`src/rtl/fp_normalize_pack.sv`:
```
// fp_normalize_pack
//   Post-add/sub normalizer for IEEE-754 single precision. Takes a raw
//   25-bit mantissa sum (carry bit 24, hidden bit 23) with guard/round/
//   sticky bits and the larger operand's biased exponent. It normalizes
//   the sum (one right shift or up to 24 single-bit left shifts), rounds
//   to nearest-even, detects overflow, underflow and zero, and packs the
//   32-bit result. Only one operation is in flight at a time.
//
// Ports
//   clk, rst_n            clock; asynchronous active-low reset
//   in_valid / in_ready   input handshake; in_ready is high only when idle
//   in_sum[24:0]          raw unsigned mantissa sum
//   in_grs[2:0]           guard, round, sticky bits below in_sum[0]
//   in_exp[7:0]           biased exponent of the larger operand (1..254)
//   in_sign               result sign
//   out_valid / out_ready output handshake; the result holds while stalled
//   out_result[31:0]      packed {sign, exp[7:0], frac[22:0]}
//   out_flags[2:0]        {overflow, underflow, zero}
module fp_normalize_pack (
    input  logic        clk,
    input  logic        rst_n,
    input  logic        in_valid,
    output logic        in_ready,
    input  logic [24:0] in_sum,
    input  logic [2:0]  in_grs,
    input  logic [7:0]  in_exp,
    input  logic        in_sign,
    output logic        out_valid,
    input  logic        out_ready,
    output logic [31:0] out_result,
    output logic [2:0]  out_flags
);

    typedef enum logic [2:0] {
        S_IDLE,
        S_CHECK,
        S_NORM,
        S_ROUND,
        S_DONE
    } state_t;

    state_t             r_state;
    state_t             w_next;

    logic [24:0]        r_sum;
    logic               r_g;
    logic               r_r;
    logic               r_s;
    logic signed [9:0]  r_exp;
    logic               r_sign;
    logic [4:0]         r_ncnt;
    logic [31:0]        r_result;
    logic [2:0]         r_flags;

    logic               w_is_zero;
    logic               w_norm_go;
    logic [24:0]        w_shl;
    logic signed [9:0]  w_exp_dec;
    logic               w_norm_last;

    logic               w_inc;
    logic [24:0]        w_rsum;
    logic [23:0]        w_rman;
    logic signed [9:0]  w_rexp;
    logic               w_ovf;
    logic               w_den;
    logic [31:0]        w_pack;
    logic [2:0]         w_pflags;

    assign w_is_zero = (r_sum == '0) && ({r_g, r_r, r_s} == 3'b000);

    // A left shift is allowed while the hidden bit is clear and the exponent
    // can still drop without going below the denormal exponent of 1.
    assign w_norm_go = !r_sum[23] && (r_exp > 10'sd1);
    assign w_shl     = {r_sum[23:0], r_g};
    assign w_exp_dec = r_exp - 10'sd1;

    // The exit decision looks at the value being shifted in this cycle, so
    // the shift that sets the hidden bit is also the last NORM cycle. The
    // count bound only matters for inputs whose sum is zero and whose
    // guard bit is clear.
    assign w_norm_last = w_shl[23] || (w_exp_dec <= 10'sd1) || (r_ncnt == 5'd23);

    // Round to nearest, ties to even.
    assign w_inc  = r_g & (r_r | r_s | r_sum[0]);
    assign w_rsum = r_sum + {24'd0, w_inc};
    assign w_rman = w_rsum[24] ? w_rsum[24:1] : w_rsum[23:0];
    assign w_rexp = w_rsum[24] ? (r_exp + 10'sd1) : r_exp;
    assign w_ovf  = (w_rexp >= 10'sd255);
    // Still no hidden bit after rounding: pack as denormal (exponent field 0).
    // A denormal rounding up into bit 23 keeps exponent 1 and packs normally.
    assign w_den  = !w_rman[23];

    always_comb begin
        w_pack   = '0;
        w_pflags = '0;
        if (w_ovf) begin
            w_pack   = {r_sign, 8'hFF, 23'd0};
            w_pflags = 3'b100;
        end else begin
            w_pack      = {r_sign, (w_den ? 8'h00 : w_rexp[7:0]), w_rman[22:0]};
            w_pflags[1] = w_den;
            w_pflags[0] = (w_rman == '0);
        end
    end

    always_ff @(posedge clk or negedge rst_n) begin
        if (!rst_n) begin
            r_state <= S_IDLE;
        end else begin
            r_state <= w_next;
        end
    end

    always_comb begin
        w_next = r_state;
        case (r_state)
            S_IDLE: begin
                if (in_valid) begin
                    w_next = S_CHECK;
                end
            end
            S_CHECK: begin
                if (w_is_zero) begin
                    w_next = S_DONE;
                end else if (r_sum[24] || r_sum[23]) begin
                    w_next = S_ROUND;
                end else begin
                    w_next = S_NORM;
                end
            end
            S_NORM: begin
                if (!w_norm_go || w_norm_last) begin
                    w_next = S_ROUND;
                end
            end
            S_ROUND: begin
                w_next = S_DONE;
            end
            S_DONE: begin
                if (out_ready) begin
                    w_next = S_IDLE;
                end
            end
            default: begin
                w_next = S_IDLE;
            end
        endcase
    end

    always_ff @(posedge clk or negedge rst_n) begin
        if (!rst_n) begin
            r_sum    <= '0;
            r_g      <= 1'b0;
            r_r      <= 1'b0;
            r_s      <= 1'b0;
            r_exp    <= '0;
            r_sign   <= 1'b0;
            r_ncnt   <= '0;
            r_result <= '0;
            r_flags  <= '0;
        end else begin
            case (r_state)
                S_IDLE: begin
                    if (in_valid) begin
                        r_sum  <= in_sum;
                        r_g    <= in_grs[2];
                        r_r    <= in_grs[1];
                        r_s    <= in_grs[0];
                        r_exp  <= {2'b00, in_exp};
                        r_sign <= in_sign;
                        r_ncnt <= '0;
                    end
                end
                S_CHECK: begin
                    if (w_is_zero) begin
                        r_result <= {r_sign, 31'd0};
                        r_flags  <= 3'b001;
                    end else if (r_sum[24]) begin
                        r_sum <= {1'b0, r_sum[24:1]};
                        r_g   <= r_sum[0];
                        r_r   <= r_g;
                        r_s   <= r_r | r_s;
                        r_exp <= r_exp + 10'sd1;
                    end
                end
                S_NORM: begin
                    if (w_norm_go) begin
                        r_sum  <= w_shl;
                        r_g    <= r_r;
                        r_r    <= r_s;
                        r_exp  <= w_exp_dec;
                        r_ncnt <= r_ncnt + 5'd1;
                    end
                end
                S_ROUND: begin
                    r_result <= w_pack;
                    r_flags  <= w_pflags;
                end
                default: begin
                end
            endcase
        end
    end

    assign in_ready   = (r_state == S_IDLE);
    assign out_valid  = (r_state == S_DONE);
    assign out_result = r_result;
    assign out_flags  = r_flags;

endmodule

```
`config.mk`:
```
export PLATFORM = sky130hd
export DESIGN_NAME = fp_normalize_pack
export DESIGN_NICKNAME = d
export VERILOG_FILES = /design/src/rtl/fp_normalize_pack.sv
export SDC_FILE = /design/constraint.sdc
export NUM_CORES = 1
export LEC_CHECK = 0
export ABC_AREA = 1
export CORE_MARGIN = 4
export CORE_UTILIZATION = 51
export CTS_CLUSTER_SIZE = 8
export DETAILED_ROUTE_END_ITERATION = 7
export PLACE_DENSITY = 0.8
export REMOVE_ABC_BUFFERS = 1
export SLEW_MARGIN = 20
export SYNTH_ARGS = -nofsm -noshare
export SYNTH_HDL_FRONTEND = slang
export SYNTH_SLANG_ARGS = --single-unit
```
`constraint.sdc`:
```
create_clock -name clk -period 3.83 [get_ports clk]
set_input_delay 1.149 -clock clk [delete_from_list [all_inputs] [get_ports clk]]
set_output_delay 1.149 -clock clk [all_outputs]
set_load 0.01 [all_outputs]
```
======== Word-level counts from Yosys, hierarchy flattened ========
Index checks and enable logic that the tools add are counted.
W data, S select, Z words.
word-level totals
  memories kept ........................... 0
  logic and storage cells ................. 100
  bits in writable memories ............... 0
  bits of input ports ..................... 41
  bits in latches ......................... 0
  flip-flop bits (word level) ............. 82
  memory bits (read-only) ................. 0
cells by class
  multiplexer cells ....................... 43
  div/mod/pow operators ................... 0
  equal/unequal tests ..................... 12
  magnitude comparators ................... 3
  reductions and logical operators ........ 24
  add/subtract/negate cells ............... 4
  multipliers ............................. 0
  bitwise operators ....................... 3
  shifts and indexed selects .............. 0
operator list
  operator                 count
  $mux W25                 3
  $pmux W25 S3             1
  $pmux W32 S2             1
  $mux W10                 5
  $mux W24                 2
  $mux W32                 1
  $mux W31                 1
  $pmux W10 S3             1
  $add A25 B1 Y25          1
  $logic_not A25 Y1        1
  $logic_not A24 Y1        1
  $mux W3                  5
  $pmux W3 S5              1
  $mux W1                  13
  $ne A2 B2 Y1 const B     6
  $add A10 B2 Y10 const B  1
  $ge A10 B9 Y1 const B    1
  $gt A10 B2 Y1 const B    1
  $le A10 B2 Y1 const B    1
  $mux W5                  2
  $pmux W5 S2              1
  $sub A10 B2 Y10 const B  1
  $mux W8                  1
  $reduce_and A4 Y1        2
  21 further kinds         35

======== Logic depth before layout (Yosys ltp) ========
  depth after elaboration ................. 8
  depth in mapped cells ................... 21

======== Least setup slack after synthesis ========
Ideal clock, no wire load.
  kind .................................... register -> register
  start ................................... reg r_sum[0]
  end ..................................... reg r_result[0] (netlist: out_result[0])
  buffers on the path ..................... 2
  cell stages (with the launch flop) ...... 21
  arrival time ............................ 2177 ps
  setup slack ............................. 1537 ps
  cells stage by stage .................... dfrtp_1 > nand2_1 > inv_1 > ha_1 > nand2_1 > nor2_4 > nand2_2 > inv_2 > nand3_4 > nand2_4 > buf_8 > nand2_1 > nand2_1 > nand2_1 > nor2_1 > nand2_1 > nand2_2 > nand2_4 > buf_6 > nand2_2 > nand2_1
on the way
  cells in the longest elaborated chain, start to end .. 7
  elaborated cells between the ends (all ways) .. 12
ends and longest elaborated chain
  what                      RTL line  RTL
  start: declaration        45        logic [24:0] r_sum;
  start signal: assignment  166       r_sum <= in_sum;
  start signal: assignment  180       r_sum <= {1'b0, r_sum[24:1]};
  start signal: assignment  189       r_sum <= w_shl;
  $or A1 B1 Y1              85        assign w_inc = r_g & (r_r | r_s | r_sum[0]);
  $and A1 B1 Y1             85
  $add A25 B1 Y25           86        assign w_rsum = r_sum + {24'd0, w_inc};
  $mux W10                  88        assign w_rexp = w_rsum[24] ? (r_exp + 10'sd1) : r_exp;
  $ge A10 B9 Y1             89        assign w_ovf = (w_rexp >= 10'sd255);
  $mux W31                  97        if (w_ovf) begin
  $pmux W32 S2              163       case (r_state)
  end signal: assignment    177       r_result <= {r_sign, 31'd0};
  end signal: assignment    197       r_result <= w_pack;
  end: declaration          52        logic [31:0] r_result;
Several ways; a longest one is shown, not always the timed one.
A chain may end at the register's enable or synchronous reset.

======== Worst setup path in the final report ========
  start ................................... reg r_g
  end ..................................... reg r_flags[1] (netlist: out_flags[1])
on the way
  cells in the longest elaborated chain, start to end .. 6
  elaborated cells between the ends (all ways) .. 12
ends and longest elaborated chain
  what                                               RTL line  RTL
  start: declaration                                 46        logic r_g;
  start signal: assignment                           167       r_g <= in_grs[2];
  start signal: assignment                           181       r_g <= r_sum[0];
  start signal: assignment                           190       r_g <= r_r;
  $and A1 B1 Y1                                      85
  $add A25 B1 Y25                                    86
  $mux W10 or $mux W24 (tied branches)               88, 87
  $ge A10 B9 Y1 or $logic_not A1 Y1 (tied branches)  89, 92
  $mux W2                                            97
  $pmux W3 S2                                        163
  end signal: assignment                             198       r_flags <= w_pflags;
  end: declaration                                   53        logic [2:0] r_flags;
Several ways; a longest one is shown, not always the timed one.

==> impl_metrics.json <==
{
  "path_buf_inv": 2,
  "max_stage_delay_ns": 0.40,
  "die_w_um": 113.8,
  "io_pins": 78,
  "initial_utilization_pct": 52.42,
  "hp-class": "reg -> reg",
  "cts_setup_buffers": 0,
  "ctsResizeCount": 0,
  "fmax_ghz": 0.3359,
  "routabilityCongestion": 1.034,
  "rows": 38,
  "cts_inserted_buffers": 9,
  "io_buffers": 77,
  "required_ns": 4.08,
  "ys_types": 38,
  "dieArea_mm2": 0.01295,
  "skew_ns": 0.01034,
  "crit_top_cell": "nand2_1",
  "vdd_ir_drop_max_v": 0.0005480,
  "drv_cap": 0,
  "vias": 5699,
  "synth_top_area_share_pct": 35.95,
  "dr.pass1.iters": 5,
  "grt_pass1_wl_um": 25210,
  "rsz0062_at_grt": "no",
  "path_depth": 18,
  "synth.avg_cell_area_um2": 6.731,
  "num_antenna_cells": 0,
  "worstPathMaxFanout": 32,
  "synth_ff_type": "dfrtp_1",
  "fin_tns_setup_ns": 0,
  "whs_path_depth": 2,
  "ys_ff_latch": 82,
  "avgRoutedWirePerCell_um": 14.09,
  "synth.most_common_cell": "nand2_1",
  "outcome": "finished clean",
  "finalCritPeriodShare_pct": 77.72,
  "crit_chain": "nand2_1 -> inv_1 -> ha_1 -> nand2_1 -> nor2_4 -> nand2_2 -> inv_2 -> nand3_4 -> nand2_4 -> nand2_1 -> nand2_1 -> nand2_1 -> nor2_1 -> nand2_1 -> nand2_2 -> nand2_4 -> nand3_1 -> nand2_1",
  "cp_slowest_cell": "dfrtp_1",
  "first_global_vias": 5110,
  "hold_viol": 0,
  "worstRegToRegCells": 18,
  "clock_latency_ns": 0.36,
  "remaining_drc_errors": 0,
  "power.leakage_nw": 3.125,
  "synthToLayoutAreaGrowth_pct": 17.01,
  "h-tree-depth": 3,
  "synth_edf_count": 0,
  "finalMaxSlewViolations": 0,
  "clk_transition_reported_paths_ns": 0.08,
  "die_y_um": 113.8,
  "cts_tree": "built",
  "dp.cells": 1032,
  "synthArstFlopShare_pct": 100.0,
  "endpoint_kind": "register",
  "startpoint_type": "register",
  "dp_hpwl_um": 11230,
  "grt_max_degree": 83,
  "nets": 951,
  "antenna_found_initial": 0,
  "grt.total_usage_pct": 23.71,
  "routed_wl_um": 14750,
  "slew_headroom_pct": 51.02,
  "powerDensity_mw_per_mm2": 880.7,
  "drtAntennaViolNets": 0,
  "yosys_warnings": 0,
  "core_mm2": 0.01089,
  "syn_inst": 848,
  "setup_viol": 0,
  "cts-root-buf": "clkbuf_8",
  "path_delay_family": "simple AND/OR/NAND/NOR gates",
  "netlist_top_cells_count": "nand2_1 (300), nor2_1 (93), dfrtp_1 (82), inv_1 (56), o21ai_0 (55)",
  "synth_area_leaders": "dfrtp_1 (36%), nand2_1 (20%), nor2_1 (6.1%)",
  "ys_seq_area_share_pct": 35.95,
  "ctsHoldBuffers": 0,
  "layout-drive-gt1-share_pct": 7.607,
  "cts_num_sinks": 82,
  "clk_path_buf_depth": 2,
  "grt.overflow.total": 0,
  "syn_area_mm2": 0.005708,
  "arrival_ns": 3.23,
  "drt_iter0_drc": 571,
  "worstMarginPinSlew_ns": 0.7346,
  "fin_cells": 1047,
  "critical_path_class": "reg -> reg",
  "viasPerCell": 5.443,
  "synth_top_area_cell": "dfrtp_1",
  "fin_crit_ns": 2.977
}
==> through the flow <==
step / total power, mW / hold slack [ns] / util, % / setup slack [ns] / area [um2]
after detailed placement: 5.238 / 0.4646 / 59.62 / 0.8112 / 6491
after CTS: 5.857 / 0.4836 / 61.31 / 0.8467 / 6675
after global placement: 5.163 / 0.4611 / 59.62 / 0.8605 / 6491
after global routing: 6.461 / 0.5022 / 61.34 / 0.4033 / 6679
after floorplan: 4.003 / 0.4364 / - / 0.5519 / 5472
final: 5.882 / 0.4819 / 61.34 / 0.8533 / 6679
==> worst min-delay path, stage by stage, from the launching register on <==
cell and delay [ns]:
dfrtp_1 0.34, nand2_1 0.05, nand2_1 0.06
==> layout make-up <==
class | instances | area [um2]
tap | 140 | 175.2
clock buffer | 10 | 127.6
fill | 1005 | 4209
clock inverter | 5 | 56.30
multi-input combinational | 665 | 3198
inverter | 60 | 225.2
sequential | 82 | 2052
timing repair buffer | 85 | 844.6
==> where the power goes <==
group / internal [mW] / switching, mW / leakage [nW] / total, mW
clock network: 0.297 / 0.307 / 0.0921 / 0.603
registers: 1.27 / 0.489 / 1.04 / 1.76
logic: 1.32 / 2.20 / 1.99 / 3.52
==> routing by layer <==
metal | part of all wire [%] | track usage (%) | up-vias | routed length (um)
met5 | 0 | 0 | - | 0
met4 | 1.8 | 7.443 | 0 | 266
met1 | 48 | 36.21 | 2586 | 7050
li1 | - | - | 2868 | -
met3 | 6.5 | 2.812 | 26 | 955
met2 | 44 | 35.18 | 219 | 6480
==> sequential cells by signal, summed over array words and instances, names as in the netlist <==
name / flops
out_flags: 3
out_result: 32
r_exp: 10
r_g: 1
r_ncnt: 5
r_r: 1
r_s: 1
r_sign: 1
r_state: 3
r_sum: 25
==> cells by family (layout without fill, tap and decap cells) <==
group / after synthesis / after routing / share of synthesized area [%]
simple gates: 505 / 505 / 37.92
compound gates: 133 / 133 / 13.39
buf+inv: 101 / 160 / 8.088
flops: 82 / 82 / 35.95
xor+xnor: 19 / 19 / 2.915
fa+ha+maj: 7 / 7 / 1.534
mux: 1 / 1 / 0.1973
==> cell usage in the layout (no fill, tap or decap), drive strengths merged, types with 9 or more instances in the layout <==
cell type | netlist | final
nor2 | 100 | 100
clkdlybuf4s50 | 0 | 76
a21oi | 32 | 32
o21ai | 56 | 56
xor2 | 17 | 17
clkbuf | 20 | 10
dfrtp | 82 | 82
inv | 58 | 58
o22ai | 23 | 23
a22oi | 9 | 9
buf | 21 | 9
nand2 | 330 | 330
nand3 | 46 | 46
nor4 | 9 | 9
==> worst paths after layout <==
check / endpoint / start / slack (ns)
max: out_flags[1]$_DFFE_PN0P_ / r_g$_DFFE_PN0P_ / 0.85
min: out_result[8]$_DFFE_PN0P_ / out_result[8]$_DFFE_PN0P_ / 0.48
max reg2reg: out_flags[1]$_DFFE_PN0P_ / r_g$_DFFE_PN0P_ / 0.85
min reg2reg: out_result[8]$_DFFE_PN0P_ / out_result[8]$_DFFE_PN0P_ / 0.48
max in group asynchronous: out_result[7]$_DFFE_PN0P_ / rst_n / 2.50
min in group asynchronous: r_sum[12]$_DFFE_PN0P_ / rst_n / 0.83
Note: power is estimated with default switching activity, not from simulation.
